### src/rtl/obj_linebuf_scanout_pkg.sv
// Shared video package for the object pipeline.
// Holds the line-buffer scanout state encoding and the default line geometry.
package obj_linebuf_scanout_pkg;

    // Default line geometry: 128 even/odd pairs = 256 pixels.
    localparam int unsigned LINE_PAIRS_DEFAULT = 128;
    localparam int unsigned ADDR_W_DEFAULT     = 7;
    localparam int unsigned PIX_W              = 8;
    localparam int unsigned PAIR_W             = 2 * PIX_W;

    // Scanout state encoding.
    localparam logic [1:0] ST_IDLE = 2'd0;
    localparam logic [1:0] ST_WAIT = 2'd1;
    localparam logic [1:0] ST_RUN0 = 2'd2;
    localparam logic [1:0] ST_RUN1 = 2'd3;

endpackage

### src/rtl/obj_linebuf_scanout.sv
// Object line buffer scanout.
// Reads one bank of a dual-lane (even/odd) line buffer RAM a pair per two
// pixel enables, serialises the pair into o_PIXEL (optionally mirrored), and
// optionally erases each pair after it has been read.
// Ports:
//   i_EMU_MCLK, i_EMU_RST           master clock, async active-high reset
//   i_EMU_CLK6MPCEN_n               pixel enable, active low
//   i_LINESTART, i_FLIP, i_ERASE_EN line control
//   o_BANK                          bank being scanned (writer uses ~o_BANK)
//   o_RDADDR, i_QA, i_QB            RAM read port (one enable latency)
//   o_WRADDR, o_ERASE_n             RAM erase port (writes 0x00 to both lanes)
//   o_PIXEL, o_OPAQUE               scanned pixel and non-transparent flag
module obj_linebuf_scanout
    import obj_linebuf_scanout_pkg::*;
#(
    parameter int unsigned LINE_PAIRS = LINE_PAIRS_DEFAULT,
    parameter int unsigned ADDR_W     = ADDR_W_DEFAULT
) (
    input  logic              i_EMU_MCLK,
    input  logic              i_EMU_RST,
    input  logic              i_EMU_CLK6MPCEN_n,
    input  logic              i_LINESTART,
    input  logic              i_FLIP,
    input  logic              i_ERASE_EN,
    output logic              o_BANK,
    output logic [ADDR_W-1:0] o_RDADDR,
    input  logic [PIX_W-1:0]  i_QA,
    input  logic [PIX_W-1:0]  i_QB,
    output logic [ADDR_W-1:0] o_WRADDR,
    output logic              o_ERASE_n,
    output logic [PIX_W-1:0]  o_PIXEL,
    output logic              o_OPAQUE
);

    localparam logic [ADDR_W-1:0] ADDR_TOP = ADDR_W'(LINE_PAIRS - 1);

    logic              pix_en;
    logic [1:0]        state_q,   state_d;
    logic              bank_q,    bank_d;
    logic              flip_q,    flip_d;
    logic [ADDR_W-1:0] rdaddr_q,  rdaddr_d;
    logic [ADDR_W-1:0] wraddr_q,  wraddr_d;
    logic              erase_n_q, erase_n_d;
    logic [PIX_W-1:0]  pixel_q,   pixel_d;
    logic              opaque_q,  opaque_d;
    logic [PAIR_W-1:0] pair_q,    pair_d;
    logic [ADDR_W-1:0] last_addr;

    assign pix_en = ~i_EMU_CLK6MPCEN_n;

    // Last pair of the line depends on scan direction; addresses never wrap.
    assign last_addr = flip_q ? '0 : ADDR_TOP;

    // Next-state and output logic.
    always_comb begin
        state_d   = state_q;
        bank_d    = bank_q;
        flip_d    = flip_q;
        rdaddr_d  = rdaddr_q;
        wraddr_d  = wraddr_q;
        erase_n_d = 1'b1;
        pixel_d   = '0;
        pair_d    = pair_q;

        if (i_LINESTART) begin
            // Restart takes priority over any line in flight; no erase here.
            bank_d   = ~bank_q;
            flip_d   = i_FLIP;
            rdaddr_d = i_FLIP ? ADDR_TOP : '0;
            state_d  = ST_WAIT;
        end else begin
            case (state_q)
                ST_IDLE: begin
                    state_d = ST_IDLE;
                end
                ST_WAIT: begin
                    // RAM data for the first pair arrives one enable later.
                    state_d = ST_RUN0;
                end
                ST_RUN0: begin
                    pair_d    = {i_QA, i_QB};
                    pixel_d   = flip_q ? i_QB : i_QA;
                    wraddr_d  = rdaddr_q;
                    erase_n_d = ~i_ERASE_EN;
                    if (rdaddr_q != last_addr) begin
                        rdaddr_d = flip_q ? (rdaddr_q - ADDR_W'(1))
                                          : (rdaddr_q + ADDR_W'(1));
                    end
                    state_d = ST_RUN1;
                end
                ST_RUN1: begin
                    // wraddr_q holds the pair just captured, so it marks the end.
                    pixel_d = flip_q ? pair_q[PAIR_W-1:PIX_W] : pair_q[PIX_W-1:0];
                    state_d = (wraddr_q == last_addr) ? ST_IDLE : ST_RUN0;
                end
                default: begin
                    state_d = ST_IDLE;
                end
            endcase
        end

        opaque_d = (pixel_d[3:0] != 4'h0);
    end

    // State register; advances only on pixel enables.
    always_ff @(posedge i_EMU_MCLK or posedge i_EMU_RST) begin
        if (i_EMU_RST) begin
            state_q   <= ST_IDLE;
            bank_q    <= 1'b0;
            flip_q    <= 1'b0;
            rdaddr_q  <= '0;
            wraddr_q  <= '0;
            erase_n_q <= 1'b1;
            pixel_q   <= '0;
            opaque_q  <= 1'b0;
            pair_q    <= '0;
        end else if (pix_en) begin
            state_q   <= state_d;
            bank_q    <= bank_d;
            flip_q    <= flip_d;
            rdaddr_q  <= rdaddr_d;
            wraddr_q  <= wraddr_d;
            erase_n_q <= erase_n_d;
            pixel_q   <= pixel_d;
            opaque_q  <= opaque_d;
            pair_q    <= pair_d;
        end
    end

    assign o_BANK    = bank_q;
    assign o_RDADDR  = rdaddr_q;
    assign o_WRADDR  = wraddr_q;
    assign o_ERASE_n = erase_n_q;
    assign o_PIXEL   = pixel_q;
    assign o_OPAQUE  = opaque_q;

endmodule
### config.mk
export PLATFORM = sky130hd
export DESIGN_NAME = obj_linebuf_scanout
export DESIGN_NICKNAME = d
export VERILOG_FILES = /design/src/rtl/obj_linebuf_scanout_pkg.sv /design/src/rtl/obj_linebuf_scanout.sv
export SDC_FILE = /design/constraint.sdc
export NUM_CORES = 1
export LEC_CHECK = 0
export BUFFER_PORTS_ARGS = -buffer_cell sky130_fd_sc_hd__buf_4
export CORE_MARGIN = 2
export CORE_UTILIZATION = 30
export DETAILED_ROUTE_END_ITERATION = 8
export GPL_ROUTABILITY_DRIVEN = 0
export HOLD_SLACK_MARGIN = 0.08
export PLACE_DENSITY = 0.61
export SETUP_SLACK_MARGIN = 0.05
export SYNTH_ARGS = -nofsm -noshare
export SYNTH_HDL_FRONTEND = slang
export SYNTH_SLANG_ARGS = --single-unit
### constraint.sdc
create_clock -name i_EMU_MCLK -period 2.86 [get_ports i_EMU_MCLK]
set_input_delay 0.286 -clock i_EMU_MCLK [delete_from_list [all_inputs] [get_ports i_EMU_MCLK]]
set_output_delay 0.286 -clock i_EMU_MCLK [all_outputs]
set_load 0.01 [all_outputs]
Word level (Yosys, flattened, before mapping)
Cells that the tools add are included.
Operators by class
  reductions and logical operators: 7
  equality and inequality tests: 5
  multiplexer cells: 15
  bitwise operators: 4
  $add $sub $neg: 2
Operators with widths (number)
  7-bit two-way mux: 6
  8-bit two-way mux: 3
  8-bit one-hot mux with 2 select lines: 1
  2-bit one-hot mux with 4 select lines: 1
  7-bit by 1-bit adder with 7-bit output (second input constant): 1
  7-bit == test: 1
  7-bit != test: 1
  7-bit by 1-bit subtractor with 7-bit output (second input constant): 1
  3-bit AND reduction: 2
  2-bit == test (second input constant): 2
  2-bit two-way mux: 2
  1-bit inverter: 4
  2-bit nonzero test: 2
  4-bit nonzero test: 1
  2-bit by 1-bit == test with 1-bit output (second input constant): 1
  2-bit logical NOT: 1
  1-bit two-way mux: 2
  2-bit AND reduction: 1
Word-level totals
  logic and storage cells: 42
  bits in registers: 44
  input port bits: 22
  output and inout bits: 25

Depth between registers and ports, before layout
  depth in word-level cells: 5
  depth in mapped cells: 9
  depth with buffers taken out: 7

Worst setup path after synthesis
No wires, ideal clock.
  path kind: register -> register
  from: register flip_q
  to: register rdaddr_q[6], in the netlist o_RDADDR[6]
  period minus slack after synthesis: 2.170 ns
  library setup time: 0.120 ns
  data required time: 2.740 ns
  buffers on the path: 2
  cell stages (with the launch flop): 10
  slack: 0.690 ns
  data arrival time: 2.051 ns
  cells stage by stage: dfrtp_1 buf_6 clkbuf_8 inv_1 fa_1 nor2b_1 o31a_1 o311ai_0 o21a_1 o22a_2
On the way
  word-level cells in the longest chain between the ends: 4
  elaborated cells between the ends (all ways): 8
  classes of those cells: 1 x eq/ne; 5 x mux; 2 x reduce/logical
Ends and longest elaborated chain
  start: declaration: line obj_linebuf_scanout.sv:40  | logic flip_q, flip_d;
  start signal: assignment: line obj_linebuf_scanout.sv:120  | flip_q <= flip_d;
  7-bit two-way mux, on equally long branches: line obj_linebuf_scanout.sv:52, obj_linebuf_scanout.sv:86
  7-bit != test or 7-bit two-way mux (tied branches): line obj_linebuf_scanout.sv:85  | if (rdaddr_q != last_addr) begin
  2-bit nonzero test (no source line) or 7-bit two-way mux (tied branches)
  3-bit AND reduction (no source line) or 7-bit two-way mux (tied branches)
  end signal: assignment: line obj_linebuf_scanout.sv:121  | rdaddr_q <= rdaddr_d;
  end: declaration: line obj_linebuf_scanout.sv:41  | logic [ADDR_W-1:0] rdaddr_q, rdaddr_d;
Parallel ways exist; a longest one is shown, timed or not. The select of a mux whose other input is x is not followed.
A chain may end at the register's enable or synchronous reset.

Worst setup path in the final report
Ends and elaborated chain as after synthesis.

==> reports/summary.txt <==
Core Area: 7610 µm²
Max Fclk: 426 MHz
# port buffers: 46
Final Instance Area: 2840 µm²
met3 Use GR: 2.71%
GRT busiest layer: met2
H-tree levels: 2
Post-layout nets: 259
top cell type's share of synthesized area: 46.5%
routing usage on met2: 19.9%
startpoint types: flop
reg-to-reg endpoint: o_RDADDR[6]
drt pass-1 iters: 4
Post-Place Cells: 326
post-synth net total: 212
CTS Buffer Depth: 2
Worst-Skew Late Latency: 300 ps
initial antenna violation count: 0
yosys warns: 0
Crit path buffers/inverters: 0
Non-Filler Instances: 334
Synth Instances: 184
worst min-delay path class: input pin to async pin
Critical Path RT: 3050 ps
first-pass GRT wire length: 8470 µm
post-route setup slack: 512 ps
Starting Density: 30.4%
synthesized flop and latch total: 44
syn_area_per_cell: 12.6 µm²
Tmin final: 2350 ps
GR Util All Layers: 12.9%
worst stage delay on the critical path: 540 ps
crit end category: flop
Root Buffer: clkbuf_8
synth unique cells: 47
commonest non-fill, non-tap cells in the layout: 49 x buf_4, 43 x dfrtp_1, 25 x mux2_2, 12 x nand2_1, 8 x nor2_1
DR vias/cell: 4.77
leak pwr: 0.00122 µW
maximum VDD drop: 0.320 mV
n_diodes: 0
max-slew violations: 0
clk_skew: 1.80 ps
pre-CTS WS: 599 ps
via count of the routed design: 1592
Clk pin slew, worst setup/hold paths: 80 ps
site row count: 32
r2r startpoint: flip_q
share of cells above drive strength 1: 42.2%
total grt overflow: 0
CTS sink count: 44
Area after DPL: 2750 µm²
GRT met1 Usage: 17.7%
Final HPWL DP: 3670 µm
crit path cell chain: ha_1 -> nor2b_1 -> o31a_1 -> o311ai_0 -> a21oi_1 -> o22a_2
Hold Vio Cnt, Final: 0
# resized after CTS: 0
area grow syn2layout: 22.7%
CTS tree: yes
Avg WL per Cell: 15.0 µm
Slew @ Worst Pin: 630 ps
pwr/cell area: 776 nW/µm²
Inserted Clock Buffers: 5
Post-synth EDFFs: 0
I/O pin count: 47
R2R Setup Slk: 510 ps
# setup viols final: 0
status: completed
ranking of synthesized cells by area: dfrtp_1 47%, mux2_2 12%, mux4_2 5.8%
slowest CP cell: o311ai_0
DRT iter0 DRCs: 91
Period Utilization, post-route: 82.1%
Main synth FF type: dfrtp_1
Max-slew headroom: 57.7%
max_cap viols: 0
largest net degree at the start of global routing: 45
Die Wd: 91.8 µm
post-route ant nets: 0
DIE AREA: 8430 µm²
sequential-to-total area share from yosys stat: 47.7%
CTS Hold Buffers Added: 0
post-synth top area cell: dfrtp_1
die height: 91.8 µm
Setup Total Neg Slack: 0 ps
worst reg2reg path depth: 6
CP Data Arrival Time: 2540 ps
kind of critical path: flop to flop
Crit Path Max Fanout: 12
leading cell type in the layout, fill and taps excluded: buf_4
number of global-route vias before repair: 1620
CP top delay family: compound AO/OA/AOI/OAI gates
RSZ-0062 raised after global routing: false
final wirelength: 5010 µm
synthesized area: 2310 µm²
DRC viols: 0
Setup Buffers After CTS: 0
Async SR Flop Fraction: 100%
==> kinds of logic (layout without fill, tap and decap cells) <==
family / Yosys count / count (layout) / share of synthesized area (%)
AOI/OAI and AO/OA: 35 / 35 / 11.4
and+or+nand+nor: 49 / 49 / 12.6
muxes: 33 / 33 / 20.3
buffers and inverters: 15 / 63 / 3.68
DFF: 44 / 44 / 47.7
xor gates and xnor gates: 2 / 2 / 0.758
adders and majority gates: 6 / 6 / 3.57
==> cells in the mapped netlist (4+ instances only) <==
master   count
a21oi_1      5
a22o_1       4
dfrtp_1     43
ha_1         5
inv_1        6
mux2_2      25
mux4_2       6
nand2_1     12
nor2_1       8
nor2b_1      5
o21ai_0      5
o22a_2       5
==> worst max path at each step <==
stage | start | depth (start not counted) | slack, ps | end
after floorplan | flip_q | 9 | 690 | o_RDADDR[6]
after global placement | flip_q | 7 | 640 | o_RDADDR[6]
after detailed placement | flip_q | 6 | 600 | o_RDADDR[6]
after CTS | flip_q | 6 | 540 | o_RDADDR[6]
after global routing | flip_q | 7 | 410 | o_RDADDR[6]
final | flip_q | 6 | 510 | o_RDADDR[6]
==> area by class of cell <==
class / count / area, µm²
fillers: 789 / 4770
clock buffers: 7 / 76.3
repair buffers: 49 / 368
clock inverters: 1 / 8.76
inverters: 6 / 22.5
well taps: 102 / 128
flip-flops and latches: 44 / 1100
multi-input cells: 125 / 1130
==> power breakdown <==
part	switching, µW	internal (µW)	leakage (µW)	total, µW
clock	218	175	0.0000424	393
sequential	171	820	0.000526	991
combinational	345	472	0.000654	817
==> worst register-to-register path: stages, from the launching register on <==
cell	delay [ps]
dfrtp_1	510
ha_1	390
nor2b_1	180
o31a_1	260
o311ai_0	540
a21oi_1	140
o22a_2	210
==> flip-flops by register name, indices dropped and copies added, names as in the netlist <==
register   cells
o_OPAQUE       1
o_WRADDR       7
pair_q        16
o_RDADDR       7
state_q        2
o_ERASE_n      1
flip_q         1
o_BANK         1
o_PIXEL        8
==> per-layer routing <==
layer	vias to the layer above	routed length (µm)
met4	0	118
met1	767	2360
met3	12	149
li1	777	-
met2	36	2370
met5	-	0
==> metrics by stage <==
stage	util, %	power, µW	hold slack (ps)
2_1_floorplan	-	1510	337
3_3_place_gp	36.2	1810	428
3_5_place_dp	36.2	1830	430
4_1_cts	37.3	2230	106
5_1_grt	37.3	2360	103
6_report	37.3	2200	116
Note: power is estimated with default switching activity, not from simulation.
